===== src/rtl/axi_burst_pkg.sv =====
`default_nettype none
// ----------------------------------------------------------------------------
// Module   : axi_burst_pkg
// Purpose  : Shared burst encodings, FSM state type and small helper functions
//            for the AXI burst address generator.
// Revision : 1.0 - initial release
// ----------------------------------------------------------------------------
package axi_burst_pkg;

  localparam logic [1:0] BURST_FIXED = 2'b00;
  localparam logic [1:0] BURST_INCR  = 2'b01;
  localparam logic [1:0] BURST_WRAP  = 2'b10;
  localparam logic [1:0] BURST_RSVD  = 2'b11;

  typedef enum logic [0:0] {
    IDLE  = 1'b0,
    BURST = 1'b1
  } state_e;

  // Bytes transferred per beat for an AxSIZE encoding.
  function automatic int unsigned size_bytes(input logic [2:0] size);
    return 32'd1 << size;
  endfunction

  // WRAP bursts are only defined for 2, 4, 8 or 16 beats.
  function automatic logic wrap_legal(input logic [7:0] len);
    return (len == 8'd1) || (len == 8'd3) || (len == 8'd7) || (len == 8'd15);
  endfunction

endpackage
`default_nettype wire


===== src/rtl/axi_beat_step.sv =====
`default_nettype none
// ----------------------------------------------------------------------------
// Module   : axi_beat_step
// Purpose  : Combinational next-beat address for FIXED / INCR / WRAP bursts.
//            Any burst code other than FIXED or WRAP steps as INCR.
// Revision : 1.0 - initial release
// ----------------------------------------------------------------------------
module axi_beat_step
  import axi_burst_pkg::*;
#(
  parameter int AW = 12
) (
  input  logic [AW-1:0] addr_i,
  input  logic [2:0]    size_i,
  input  logic [1:0]    burst_i,
  input  logic [AW-1:0] wrap_lo_i,
  input  logic [AW-1:0] wrap_mask_i,
  output logic [AW-1:0] next_addr_o
);

  logic [AW-1:0] w_sb;

  assign w_sb = AW'(size_bytes(size_i));

  // Select the address step rule for the active burst type.
  always_comb begin
    next_addr_o = addr_i;
    case (burst_i)
      BURST_FIXED: next_addr_o = addr_i;
      BURST_WRAP:  next_addr_o = wrap_lo_i | ((addr_i + w_sb) & wrap_mask_i);
      // INCR realigns first, so only the opening beat can be unaligned.
      default:     next_addr_o = (addr_i & ~(w_sb - AW'(1))) + w_sb;
    endcase
  end

endmodule
`default_nettype wire


===== src/rtl/axi_burst_addr_gen.sv =====
`default_nettype none
// ----------------------------------------------------------------------------
// Module   : axi_burst_addr_gen
// Purpose  : Slave-side AXI burst address generator. Takes one AW/AR command
//            and produces one address per beat under valid/ready, with
//            zero-bubble chaining of back-to-back commands and flagging of
//            illegal commands (which still execute, clamped / as INCR).
// Options  : AXI_BURST_STRB_EN adds o_beat_strb (byte lanes of each beat).
// Revision : 1.0 - initial release
// ----------------------------------------------------------------------------
module axi_burst_addr_gen
  import axi_burst_pkg::*;
#(
  parameter int AW  = 12,
  parameter int DW  = 32,
  parameter int IDW = 4
) (
  input  logic           clk,
  input  logic           rstn,
  input  logic           i_cmd_valid,
  output logic           o_cmd_ready,
  input  logic [AW-1:0]  i_cmd_addr,
  input  logic [7:0]     i_cmd_len,
  input  logic [2:0]     i_cmd_size,
  input  logic [1:0]     i_cmd_burst,
  input  logic [IDW-1:0] i_cmd_id,
  output logic           o_cmd_err,
  output logic           o_beat_valid,
  input  logic           i_beat_ready,
  output logic [AW-1:0]  o_beat_addr,
  output logic [IDW-1:0] o_beat_id,
  output logic [7:0]     o_beat_idx,
  output logic           o_beat_last
`ifdef AXI_BURST_STRB_EN
  ,output logic [DW/8-1:0] o_beat_strb
`endif
);

  localparam int         NB         = DW / 8;
  localparam logic [2:0] MAX_SIZE_L = 3'($clog2(NB));

  state_e         state_q, state_d;
  logic           valid_q, valid_d;
  logic [AW-1:0]  addr_q, addr_d;
  logic [IDW-1:0] id_q, id_d;
  logic [7:0]     idx_q, idx_d;
  logic           last_q, last_d;
  logic           err_q, err_d;
  logic [7:0]     len_q, len_d;
  logic [2:0]     size_q, size_d;
  logic [1:0]     burst_q, burst_d;
  logic [AW-1:0]  wrap_lo_q, wrap_lo_d;
  logic [AW-1:0]  wrap_mask_q, wrap_mask_d;

  logic           w_accept;
  logic           w_fire;
  logic           w_oversize;
  logic [2:0]     w_size_cl;
  logic [AW-1:0]  w_cmd_sb;
  logic [AW-1:0]  w_span;
  logic [AW-1:0]  w_mask;
  logic [AW-1:0]  w_wrap_lo;
  logic           w_wrap_ok;
  logic           w_bad_burst;
  logic [1:0]     w_eff_burst;
  logic           w_illegal;
  logic [AW-1:0]  w_next_addr;

`ifdef AXI_BURST_STRB_EN
  logic [NB-1:0]  strb_q, strb_d;

  // Lanes from the beat's byte offset up to the end of its size-aligned container.
  function automatic logic [NB-1:0] lane_strb(input logic [AW-1:0] addr,
                                              input logic [2:0]    size);
    int unsigned off, lo, sb;
    lane_strb = '0;
    sb  = size_bytes(size);
    off = 32'(addr) % 32'(NB);
    lo  = off - (off % sb);
    for (int unsigned i = 0; i < 32'(NB); i++) begin
      lane_strb[i] = (i >= off) && (i < lo + sb);
    end
  endfunction
`endif

  // Handshakes: ready in IDLE, or while the final beat is being consumed.
  assign w_fire      = valid_q & i_beat_ready;
  assign o_cmd_ready = (state_q == IDLE) | (w_fire & last_q);
  assign w_accept    = i_cmd_valid & o_cmd_ready;

  // Command legality and wrap geometry, evaluated on the incoming command.
  assign w_oversize  = (i_cmd_size > MAX_SIZE_L);
  assign w_size_cl   = w_oversize ? MAX_SIZE_L : i_cmd_size;
  assign w_cmd_sb    = AW'(size_bytes(w_size_cl));
  assign w_span      = AW'(({24'd0, i_cmd_len} + 32'd1) << w_size_cl);
  assign w_mask      = w_span - AW'(1);
  assign w_wrap_lo   = i_cmd_addr & ~w_mask;
  assign w_wrap_ok   = wrap_legal(i_cmd_len) && ((i_cmd_addr & (w_cmd_sb - AW'(1))) == '0);
  assign w_bad_burst = (i_cmd_burst == BURST_RSVD) ||
                       ((i_cmd_burst == BURST_WRAP) && !w_wrap_ok);
  assign w_eff_burst = w_bad_burst ? BURST_INCR : i_cmd_burst;
  assign w_illegal   = w_bad_burst | w_oversize;

  axi_beat_step #(
    .AW (AW)
  ) u_step (
    .addr_i      (addr_q),
    .size_i      (size_q),
    .burst_i     (burst_q),
    .wrap_lo_i   (wrap_lo_q),
    .wrap_mask_i (wrap_mask_q),
    .next_addr_o (w_next_addr)
  );

  // Next-state: load on accept, step on a non-final beat, idle after the last.
  always_comb begin
    state_d     = state_q;
    valid_d     = valid_q;
    addr_d      = addr_q;
    id_d        = id_q;
    idx_d       = idx_q;
    last_d      = last_q;
    err_d       = 1'b0;
    len_d       = len_q;
    size_d      = size_q;
    burst_d     = burst_q;
    wrap_lo_d   = wrap_lo_q;
    wrap_mask_d = wrap_mask_q;
`ifdef AXI_BURST_STRB_EN
    strb_d      = strb_q;
`endif
    case (state_q)
      IDLE: begin
        if (w_accept) begin
          state_d = BURST;
        end
      end
      BURST: begin
        if (w_fire && last_q && !w_accept) begin
          state_d = IDLE;
          valid_d = 1'b0;
        end
      end
      default: state_d = IDLE;
    endcase

    if (w_accept) begin
      valid_d     = 1'b1;
      addr_d      = i_cmd_addr;
      id_d        = i_cmd_id;
      idx_d       = 8'd0;
      last_d      = (i_cmd_len == 8'd0);
      err_d       = w_illegal;
      len_d       = i_cmd_len;
      size_d      = w_size_cl;
      burst_d     = w_eff_burst;
      wrap_lo_d   = w_wrap_lo;
      wrap_mask_d = w_mask;
`ifdef AXI_BURST_STRB_EN
      strb_d      = lane_strb(i_cmd_addr, w_size_cl);
`endif
    end else if (w_fire && !last_q) begin
      addr_d      = w_next_addr;
      idx_d       = idx_q + 8'd1;
      last_d      = ((idx_q + 8'd1) == len_q);
`ifdef AXI_BURST_STRB_EN
      strb_d      = lane_strb(w_next_addr, size_q);
`endif
    end
  end

  // State and beat registers; reset abandons any burst in flight.
  always_ff @(posedge clk or negedge rstn) begin
    if (!rstn) begin
      state_q     <= IDLE;
      valid_q     <= 1'b0;
      addr_q      <= '0;
      id_q        <= '0;
      idx_q       <= 8'd0;
      last_q      <= 1'b0;
      err_q       <= 1'b0;
      len_q       <= 8'd0;
      size_q      <= 3'd0;
      burst_q     <= BURST_FIXED;
      wrap_lo_q   <= '0;
      wrap_mask_q <= '0;
`ifdef AXI_BURST_STRB_EN
      strb_q      <= '0;
`endif
    end else begin
      state_q     <= state_d;
      valid_q     <= valid_d;
      addr_q      <= addr_d;
      id_q        <= id_d;
      idx_q       <= idx_d;
      last_q      <= last_d;
      err_q       <= err_d;
      len_q       <= len_d;
      size_q      <= size_d;
      burst_q     <= burst_d;
      wrap_lo_q   <= wrap_lo_d;
      wrap_mask_q <= wrap_mask_d;
`ifdef AXI_BURST_STRB_EN
      strb_q      <= strb_d;
`endif
    end
  end

  assign o_beat_valid = valid_q;
  assign o_beat_addr  = addr_q;
  assign o_beat_id    = id_q;
  assign o_beat_idx   = idx_q;
  assign o_beat_last  = last_q;
  assign o_cmd_err    = err_q;
`ifdef AXI_BURST_STRB_EN
  assign o_beat_strb  = strb_q;
`endif

endmodule
`default_nettype wire


===== config.mk =====
export PLATFORM = sky130hd
export DESIGN_NAME = axi_burst_addr_gen
export DESIGN_NICKNAME = d
export VERILOG_FILES = /design/src/rtl/axi_burst_pkg.sv /design/src/rtl/axi_beat_step.sv /design/src/rtl/axi_burst_addr_gen.sv
export SDC_FILE = /design/constraint.sdc
export NUM_CORES = 1
export LEC_CHECK = 0
export CORE_ASPECT_RATIO = 1.2
export CORE_MARGIN = 3
export CORE_UTILIZATION = 62
export CTS_CLUSTER_DIAMETER = 200
export DETAILED_ROUTE_END_ITERATION = 10
export PLACE_DENSITY = 0.87
export SYNTH_ARGS = -nofsm -noshare
export SYNTH_HDL_FRONTEND = slang
export SYNTH_HIERARCHICAL = 1
export SYNTH_SLANG_ARGS = --single-unit

===== constraint.sdc =====
create_clock -name clk -period 6.3 [get_ports clk]
set_input_delay 0.63 -clock clk [delete_from_list [all_inputs] [get_ports clk]]
set_output_delay 0.63 -clock clk [all_outputs]
set_load 0.05 [all_outputs]

# --- Word level (Yosys, flattened, before mapping) ---
# Index checks and enable logic that the tools add are counted.
op_classes:
  n_addsub: 7
  order_cmp: 1
  n_eq_ne: 9
  shift: 3
  muxes: 16
  bitwise: 13
  reduce_logical: 20
op_table:
  columns: ["cell", "count"]
  rows:
  - ["$and A12 B12 Y12", 4]
  - ["$sub A12 B1 Y12 const B", 3]
  - ["$add A12 B12 Y12", 2]
  - ["$mux W12", 2]
  - ["$not A12 Y12", 2]
  - ["$pmux W12 S2", 1]
  - ["$shl A1 B3 Y12 const A", 2]
  - ["$mux W8", 2]
  - ["$logic_not A12 Y1", 1]
  - ["$or A12 B12 Y12", 1]
  - ["$shl A9 B3 Y12", 1]
  - ["$add A8 B1 Y9 const B", 1]
  - ["$add A8 B1 Y8 const B", 1]
  - ["$eq A8 B1 Y1 const B", 1]
  - ["$eq A8 B2 Y1 const B", 1]
  - ["$eq A8 B3 Y1 const B", 1]
  - ["$eq A8 B4 Y1 const B", 1]
  - ["$eq A8 B8 Y1", 1]
  - ["$logic_not A8 Y1", 1]
  - ["$mux W1", 8]
  - ["$eq A2 B2 Y1 const B", 3]
  - ["$reduce_bool A2 Y1", 3]
  - ["$logic_and A1 B1 Y1", 5]
  - ["$logic_or A1 B1 Y1", 4]
  - ["11 further kinds", 17]
word_totals:
  regBits: 65
  in_bits: 33
  out_inout_bits: 28
  elab_cells: 81

# --- Longest topological paths before layout ---
# Gate-level depths: netlist of run 1.
logic_depth:
  word_depth: 12
  mapped_depth: 14

# --- Hierarchy ---
# The synthesis of run 1 kept the hierarchy.
by_module_without_submodules:
  columns: ["mod", "instances", "cells_per_inst", "area_each_um2", "seq_area_each_um2"]
  rows:
  - ["axi_burst_addr_gen", 1, 405, 3708.6, 1626.6]
  - ["axi_beat_step", 1, 235, 1649.1, 0.0]

# --- Worst setup path after synthesis of run 1 ---
# OpenSTA, ideal clock, no wires.
synth_path:
  kind: "reg2reg"
  from: "reg size_q[2]"
  to: "reg addr_q[11] (netlist: o_beat_addr[11])"
  arrival_ps: 2858
  required_ps: 6159
  slack_ps: 3300
  path_stages_with_launch: 13
  cell_sequence: "dfrtp_1 > buf_6 > clkbuf_1 > nor3_1 > ha_1 > a211oi_1 > a211oi_2 > a211oi_2 > a2bb2oi_1 > mux2_4 > a211o_1 > nand2_1 > a31oi_1"
synth_between:
  elab_chain_cells: 8
  word_cells_on_any_way: 11
  classes_between: "3 x add/sub; 1 x shift; 3 x mux; 4 x bitwise"
synth_rtl:
  columns: ["element", "line_no", "rtl"]
  rows:
  - ["from (decl)", "axi_burst_addr_gen.sv:50", "logic [2:0] size_q, size_d;"]
  - ["from (signal assigned)", "axi_burst_addr_gen.sv:199", "size_q <= size_d;"]
  - ["$shl A1 B3 Y12 *", "axi_burst_pkg.sv:22", "return 32'd1 << size;"]
  - ["$sub A12 B1 Y12", "axi_beat_step.sv:32", "default: next_addr_o = (addr_i & ~(w_sb - AW'(1))) + w_sb;"]
  - ["$not A12 Y12", "axi_beat_step.sv:32", null]
  - ["$and A12 B12 Y12", "axi_beat_step.sv:32", null]
  - ["$add A12 B12 Y12", "axi_beat_step.sv:32", null]
  - ["$pmux W12 S2 *", "axi_beat_step.sv:28", "case (burst_i)"]
  - ["named net w_next_addr[11]", "axi_burst_addr_gen.sv:67", "logic [AW-1:0] w_next_addr;"]
  - ["$mux W12 *", "axi_burst_addr_gen.sv:162", "end else if (w_fire && !last_q) begin"]
  - ["$mux W12 *", "axi_burst_addr_gen.sv:147", "if (w_accept) begin"]
  - ["to (signal assigned)", "axi_burst_addr_gen.sv:193", "addr_q <= addr_d;"]
  - ["to (decl)", "axi_burst_addr_gen.sv:44", "logic [AW-1:0] addr_q, addr_d;"]
# The timed path passes the listed nets; every way through them passes the cells marked *. The select of a mux whose other input is x is not followed.
# A chain may end at the register's enable or synchronous reset.

# --- Worst setup path after layout of run 1 ---
layout_path:
  from: "reg size_q[1]"
  to: "reg addr_q[11] (netlist: o_beat_addr[11])"
# The elaborated chain is that of the path after synthesis.

==> results.txt, run 1 <==
After legalization and detailed placement, the total HPWL measured 9680 um. The logs give 65 for the count of clock tree sinks and 0 for the post-CTS setup buffer count. The fraction of power consumed by the clock network is 13.6%, and the mean cell area of the mapped netlist is 8.37 sq um.

The pre-antenna-repair detailed-routing pass consisted of 5 iterations. In this run the core area contains 36 standard-cell rows. The arrival time of data at the critical path endpoint is 3.70 ns.

Pin placement for this block handled 61 I/O pins. Hold timing on the final database bottoms out at a slack of 0.451 ns. The run gives 0 as the number of resized instances in the post-cts repair step.

The tree is rooted in a clkbuf_8. Clock latency on the worst-skew pair, taken at its later pin, is 0.36 ns. In this run, the number of DRC markers left after iteration 0 of detailed routing was 383. For the number of hold violations in the final report, the log shows 0.

The global-route wire length before repair is 23,200 um. TritonCTS built the clock tree. The logs give 1200 uW for the power dissipated by switching net loads and 2 for the number of buffers on the longest clock path.

Internal power comes to 1320 uW. Compared with the post-synthesis result, the final layout area differs by 12.0%. The tools report the number of buffers created by CTS as 9.

The quantity of I/O buffers inserted on ports is 60, and the area fraction of the dominant cell type after synthesis is 30.4%. For this block, wires on met1 add up to 5590 um. Final critical-path share of the clock period: 55.3%. For the worst setup path, the data required time is 6.52 ns. The post-cts hold buffer count is 0, and the slew of the pin with the lowest slew margin is 1.15 ns. Detailed route wirelength on metal3: 863 um. In the synthesized netlist the dominant register cell turns out to be dfrtp_1.

Clock-pin slew was measured on the worst setup and hold paths at 0.07 ns. The biggest area contributor in the post-synthesis netlist is dfrtp_1. In the routed layout, each cell is associated on average with a via count of 6.40. The floorplan step defined a die boundary enclosing 9800 sq um.

Minimum clock period after layout: 3.48 ns. Routability-driven placement finished with a final weighted congestion of 0.915. The detailed-route wire length per cell came out at 17.3 um.

The path class of the lowest-slack min-delay path is input pin to asynchronous set/reset pin. Counting every net in the synthesized netlist gives 687. The number of setup violations in the final report was 0; the power share of the combinational group was 52.1%.

The run gives 287 MHz as the achievable clock frequency. The post-detailed-route count of antenna-violating nets came out at 0. Routed signal wires occupy layers up through met4.

The run gives 640 as the number of standard cells after synthesis. For the final routed database, the setup TNS stands at 0 ns. IR analysis of the VDD net gives a maximum drop of 0.242 mV.

Yosys printed 6 warnings. For the netlist area before placement, the log shows 5360 sq um. The register area share after synthesis came out at 30.4%.

The via count of the first global-routing pass came out at 4,833. Wires add up to 13,600 um. The logs give 0.00246 uW for the leakage power summed over all cells and 5,032 for the via total after detailed routing.

The run gives 0 as the initial antenna violation count. For the area of the placeable core, the log shows 8290 sq um. Die extent in x: 90.9 um. The setup path with the least slack is of type register to register. The dominant cell by count in the synthesized netlist is nand2_1.

The run gives 0 as the antenna cell count. The fraction of final layout cells sized beyond drive strength 1 is 8.93%, and the register-to-register setup slack is 2.82 ns. Measured against its own limit, the worst slew margin works out to 23.5%. Counting flops and latches in the post-synthesis netlist gives 65. In this run the worst path has a maximum fanout of 29.

STA classifies the critical path endpoint as a register. The critical path launch point type was a register. In this run the number of H-tree levels came out at 3. The initial core utilization was 64.6%; the final-stage net count was 715. The largest net degree at the start of global routing is 66, and the total count of max-transition violations in the final report is 0. The worst clock skew on the final layout was 0.00566 ns.

The flow ran to the end, and the final reports show no timing, DRC or antenna violations. Sorting the synthesized cells by area gives the leading types as dfrtp_1, nand2_1, xnor2_1. Async set-reset flop share out of synthesis: 100%. Registers are responsible for 34.3% of the overall power. Counting instances in the post-synthesis netlist gives the leading cell types as nand2_1, dfrtp_1, nor2_1. Dividing total power by cell area gives a power density of 421 nW/um^2. Setup repair after global routing left no endpoint under its margin.

The DRC violation count after routing is 0. The fraction of power spent switching nets was 47.7%. The height of the die came out at 108 um. After detailed routing, the met2 layer carries 6700 um of wire.

In this run, synthesis inferred 0 flip-flops with an integrated enable. Counting distinct cell types in the post-synthesis netlist gives 90. After global routing the overflow that remains totals 0.

Across the run, the number of max-cap violations was 0. Across every metal layer, demand over resource in global routing totals 29.2%.
[cell type report]
| class | instances | area (sq um) |
|---|---|---|
| Timing Repair Buffer | 64 | 626 |
| Tap cell | 114 | 143 |
| Clock buffer | 12 | 135 |
| Sequential cell | 65 | 1630 |
| Inverter | 16 | 60.1 |
| Clock inverter | 3 | 42.5 |
| Multi-Input combinational cell | 512 | 3370 |
| Fill cell | 658 | 2290 |
[sequential cells by signal, summed over array words and instances, names as in the netlist]
| register | flops |
|---|---|
| o_beat_id | 4 |
| o_beat_addr | 12 |
| size_q | 3 |
| wrap_mask_q | 12 |
| o_beat_last | 1 |
| wrap_lo_q | 12 |
| o_beat_idx | 8 |
| len_q | 8 |
| o_cmd_err | 1 |
| o_beat_valid | 1 |
| state_q | 1 |
| burst_q | 2 |
[logic make-up (layout without fill, tap and decap cells)]
group           after synthesis  in the layout  synth area share [%]
fa+ha+maj                    14             14                  3.27
simple gates                248            248                  22.6
flops                        65             65                  30.4
xor+xnor                     47             47                  8.52
mux                          22             22                  4.58
buf+inv                      63             95                  7.03
compound gates              181            181                  23.6
[metal layers]
layer,vias to the layer above,track usage (%)
met5,-,0
met4,0,14.0
met3,50,4.97
met2,240,50.1
met1,2377,35.7
li1,2365,-
[layout by cell type (no fill, tap or decap), types with 5 or more instances in the layout]
| cell type | synthesis | layout |
|---|---|---|
| a31oi_1 | 15 | 15 |
| mux2_2 | 5 | 5 |
| nor2_1 | 48 | 48 |
| nand4_1 | 6 | 6 |
| a211oi_1 | 8 | 8 |
| clkdlybuf4s50_1 | 0 | 59 |
| nand3b_1 | 6 | 6 |
| xnor2_1 | 28 | 28 |
| ha_1 | 14 | 14 |
| mux2i_1 | 13 | 13 |
| nand2_1 | 111 | 111 |
| dfrtp_1 | 65 | 65 |
| o211ai_1 | 7 | 7 |
| xor2_1 | 16 | 16 |
| nor3_1 | 9 | 9 |
| inv_1 | 16 | 16 |
| o21a_1 | 5 | 5 |
| a211o_1 | 5 | 5 |
| a21o_1 | 5 | 5 |
| a21oi_1 | 31 | 30 |
| nand2b_1 | 8 | 8 |
| o31ai_1 | 6 | 6 |
| clkbuf_8 | 6 | 9 |
| o21ai_0 | 45 | 45 |
| nand3_1 | 23 | 23 |
[worst paths after layout]
check / start / end / cells past startpoint
max: size_q[1] / o_beat_addr[11] / 10
min: rstn / len_q[5] / 2
max reg2reg: size_q[1] / o_beat_addr[11] / 10
min reg2reg: wrap_lo_q[1] / wrap_lo_q[1] / 2
max in group asynchronous: rstn / len_q[2] / 2
min in group clk: wrap_lo_q[1] / wrap_lo_q[1] / 2
[critical path, cell delays in order (launching register included)]
cell and delay, ns:
dfrtp_1 0.89, nor3_1 0.16, ha_1 0.34, a211oi_1 0.39, a211oi_2 0.12, a211oi_2 0.31, a2bb2oi_1 0.33, mux2_4 0.34
a211o_1 0.31, nand2_1 0.08, a31oi_1 0.08
[power groups by stage]
| stage | sequential, uW | clock, uW | combinational, uW |
|---|---|---|---|
| 2_1_floorplan | 926 | 0 | 942 |
| 5_1_grt | 896 | 368 | 1440 |
| 3_5_place_dp | 864 | 0 | 1300 |
| 3_3_place_gp | 853 | 0 | 1260 |
| 4_1_cts | 856 | 349 | 1310 |
| 6_report | 867 | 344 | 1320 |
[stage by stage]
| step | util [%] | worst slack [ns] | cells | total power [uW] | area (sq um) |
|---|---|---|---|---|---|
| 3_3_place_gp | 70.2 | 2.96 | 771 | 2120 | 5820 |
| 6_report | 72.4 | 2.82 | 786 | 2530 | 6000 |
| 4_1_cts | 72.4 | 2.85 | 786 | 2520 | 6000 |
| 3_5_place_dp | 70.2 | 2.86 | 771 | 2170 | 5820 |
| 5_1_grt | 72.4 | 2.59 | 786 | 2700 | 6000 |
| 2_1_floorplan | - | 3.30 | 640 | 1870 | 5360 |
(Power assumes the default switching activity.)
==> run 2, diff against run 1 <==
CORE_UTILIZATION = 52   (was 62)
PLACE_DENSITY = 0.78   (was 0.87)
clock period = 2.95 ns   (was 6.3 ns; I/O delays follow)
==> run 2 against run 1 <==
Net effect:
- routed wire length is 4.9% higher
- combinational power is 140% higher
- die area is 18% higher
- final cell count is 5.2% higher
- count of clock-buffer cells in the layout is 1 higher
- via count hardly changed
- total power is 130% higher
- sequential share of layout area is 1.8 points lower
- register-to-register slack worse by 2.7 ns
- critical endpoint unchanged
- highest routed layer unchanged
==> results.txt, run 2 (synthesized netlist as in run 1, its figures left out) <==
The run finished with clean final reports. The global-route congestion overflow total is 0 (unchanged). The critical path required time is 3.14 ns (-3.38 ns). The run gives 25.7% (-3.5 points) as the combined global-route utilization of all metal layers. The number of buffers created by CTS came out at 9 (unchanged).

For the number of iterations in the first detailed-routing pass, the log shows 4 (-1). The largest individual stage delay along the critical path comes from the cell dfrtp_1. The highest net fanout along the worst path works out to 5 (-83%). TritonCTS built the clock tree.

The run gives 11,600 sq um (+18%) as the floorplan die area. The tools report the number of hold violations in the final report as 0 (unchanged). For the initial core utilization, the log shows 54.9% (-9.7 points).

The global-route wire length before repair is 24,000 um (+3.5%), and the final critical-path share of the clock period is 96.4% (+41 points). The worst slew margin relative to its limit was 44.5% (+21 points); the via total after detailed routing was 5,033 (+0.020%). Power density relative to cell area: 914 nW/um^2 (+120%). Largest net degree at the start of global routing: 66 (unchanged). The area growth from synthesis to layout is 20.2%. The count of buffer and inverter cells on the critical path was 1 (+1).

The height of the die was 117 um (+8.7%). For the area of the placeable core, the log shows 9760 sq um (+18%). Largest delay contributor family on the critical path: compound AO/OA/AOI/OAI gates.

The signal on the critical path passes through nor3_1, ha_2, buf_12, a211oi_1, a211oi_2, a211oi_2, a2bb2oi_1, mux2_4, a211o_1, nand2_1, a31oi_1. For the latest clock arrival within the worst-skew pair, the log shows 0.33 ns (-0.03 ns). The run gives 61 (unchanged) as the number of I/O pins. The tools report the count of clock tree sinks as 65 (unchanged).

For the achievable clock frequency, the log shows 352 MHz (+22%). The post-placement cell area came out at 6090 sq um (+4.6%). The detailed-route wire length per cell works out to 17.3 um (-0.31%).

The post-detailed-placement half-perimeter wirelength is 10,600 um (+9.8%). The peak supply drop was 0.513 mV (+110%). The logs give 803 (+22%) for the layout filler cell count and 2 (unchanged) for the number of buffers on the longest clock path.

The antenna cell count was 0 (unchanged). The routability-driven placement congestion ratio is 0.890 (-2.7%), and the clock transition time at the flip-flop clock pins of the worst setup and hold paths is 0.05 ns (-0.02 ns). The run gives 0 (unchanged) as the initial antenna violation count. The final wirelength came out at 14,300 um (+4.9%).

The delay of the slowest cell on the worst path was 0.39 ns (-0.50 ns); the arrival time of data at the critical path endpoint was 3.04 ns (-0.66 ns). The tools report the number of rows created at floorplan as 39 (+8.3%). The setup slack after layout was 0.107 ns (-2.71 ns). The library cells used most frequently in the layout, excluding fill and tap cells, are nand2_1, dfrtp_1, clkdlybuf4s50_1, nor2_1, o21ai_0. The DRC violation count after routing was 0 (unchanged); the count of H-tree levels built during CTS was 3 (unchanged).

The number of violations of the max-capacitance limit was 0 (unchanged); the worst clock skew on the final layout was 0.00598 ns (+0.000319 ns). The quantity of I/O buffers inserted on ports is 60 (unchanged), and the initial DRC count is 292 (-24%). The run gives 0.150 ns (-0.301 ns) as the worst-case hold slack. The path class of the lowest-slack min-delay path was input pin to asynchronous set/reset pin. The critical path class was register to register.

The run gives 746 (+4.3%) as the final-stage net count. Total count of max-transition violations in the final report: 0 (unchanged). Setup repair after global routing could not meet its margin everywhere. STA classifies the critical path startpoint as a register.

The vias per cell came out at 6.09 (-4.9%). Via count of the first global-routing pass: 5,031 (+4.1%). The run gives 6440 sq um (+7.3%) as the summed area of non-filler cells in the final layout.

The minimum clock period after layout was 2.84 ns (-0.639 ns). Cell repeated most along the worst path: a211oi_2. Clock root buffer: clkbuf_16.

Most common cell after layout, fill and taps aside: nand2_1. Leakage power summed over all cells: 0.00269 uW (+9.3%). The tools report the post-detailed-route count of antenna-violating nets as 0 (unchanged). The worst setup path is captured at a register. The slew of the pin with the lowest slew margin was 0.832 ns (-0.315 ns). The die extent in x works out to 98.7 um (+8.6%). The fraction of final layout cells sized beyond drive strength 1 works out to 14.1% (+5.1 points). The number of setup violations in the final report came out at 0 (unchanged).

For the pre-CTS worst setup slack, the log shows 0.0857 ns (-2.78 ns).
## run 2: cell count changes in the layout (fill, tap and decap cells not counted), sizes merged
cell and delta:
buf +31, clkbuf +1, clkinv +1, clkinvlp -1
## run 2: layout make-up
class	instances	area (sq um)	area share (%)
clock buffers	13	250	3.89
clock inverters	3	40.0	0.622
inverters	16	60.1	0.933
multi-input cells	512	3400	52.8
flip-flops and latches	65	1630	25.3
well taps	123	154	2.39
repair buffers	95	908	14.1
## run 2: report_power, final
group / internal [uW] / leakage [uW] / total [uW] / switching [uW]
clock: 675 / 0.000144 / 1040 / 369
combinational: 1350 / 0.00173 / 3140 / 1790
sequential: 1230 / 0.000819 / 1700 / 463
total: 3260 / 0.00269 / 5880 / 2620
## run 2: worst paths after layout
kind                       depth (start not counted)          from  slack, ns         endpoint
setup / recovery                                  11     size_q[2]       0.11  o_beat_addr[11]
hold / removal                                     2          rstn       0.15       burst_q[1]
setup reg to reg                                  11     size_q[2]       0.11  o_beat_addr[11]
hold reg to reg                                    2  wrap_lo_q[1]       0.47     wrap_lo_q[1]
max in group asynchronous                          2          rstn       2.25    o_beat_idx[1]
min in group clk                                   2  wrap_lo_q[1]       0.47     wrap_lo_q[1]
## run 2: metal layers
metal | wire length, um | track usage [%] | vias up | part of all wire, %
met1 | 5810 | 30.7 | 2430 | 41
met4 | 405 | 10.4 | 0 | 2.8
met5 | 0 | 0 | - | 0
li1 | - | - | 2421 | -
met2 | 7420 | 46.8 | 154 | 52
met3 | 633 | 3.85 | 28 | 4.4
## run 2: worst register-to-register path: cells and delay by family (launching register included)
| kind | cells | cell delay [ns] |
|---|---|---|
| buffers and inverters | 1 | 0.14 |
| and+or+nand+nor | 2 | 0.14 |
| adders and majority gates | 1 | 0.23 |
| DFF | 1 | 0.39 |
| muxes | 1 | 0.33 |
| AOI/OAI and AO/OA | 6 | 1.48 |
## run 2: what timing repair did
action / CTS / global route
resized for setup: 0 / 6
setup buffers: 0 / 2
endpoints found under the setup margin: 0 / 2
hold buffers: 0 / 0
## run 2: stage by stage
step / cells / TNS, ns / power [uW] / utilization [%]
floorplan: 640 / 0 / 3990 / -
global placement: 809 / 0 / 4650 / 62.4
detailed placement: 809 / 0 / 4760 / 62.4
CTS: 825 / 0 / 5830 / 65.4
global route: 827 / -0.0182 / 6300 / 66.0
finish: 827 / 0 / 5880 / 66.0
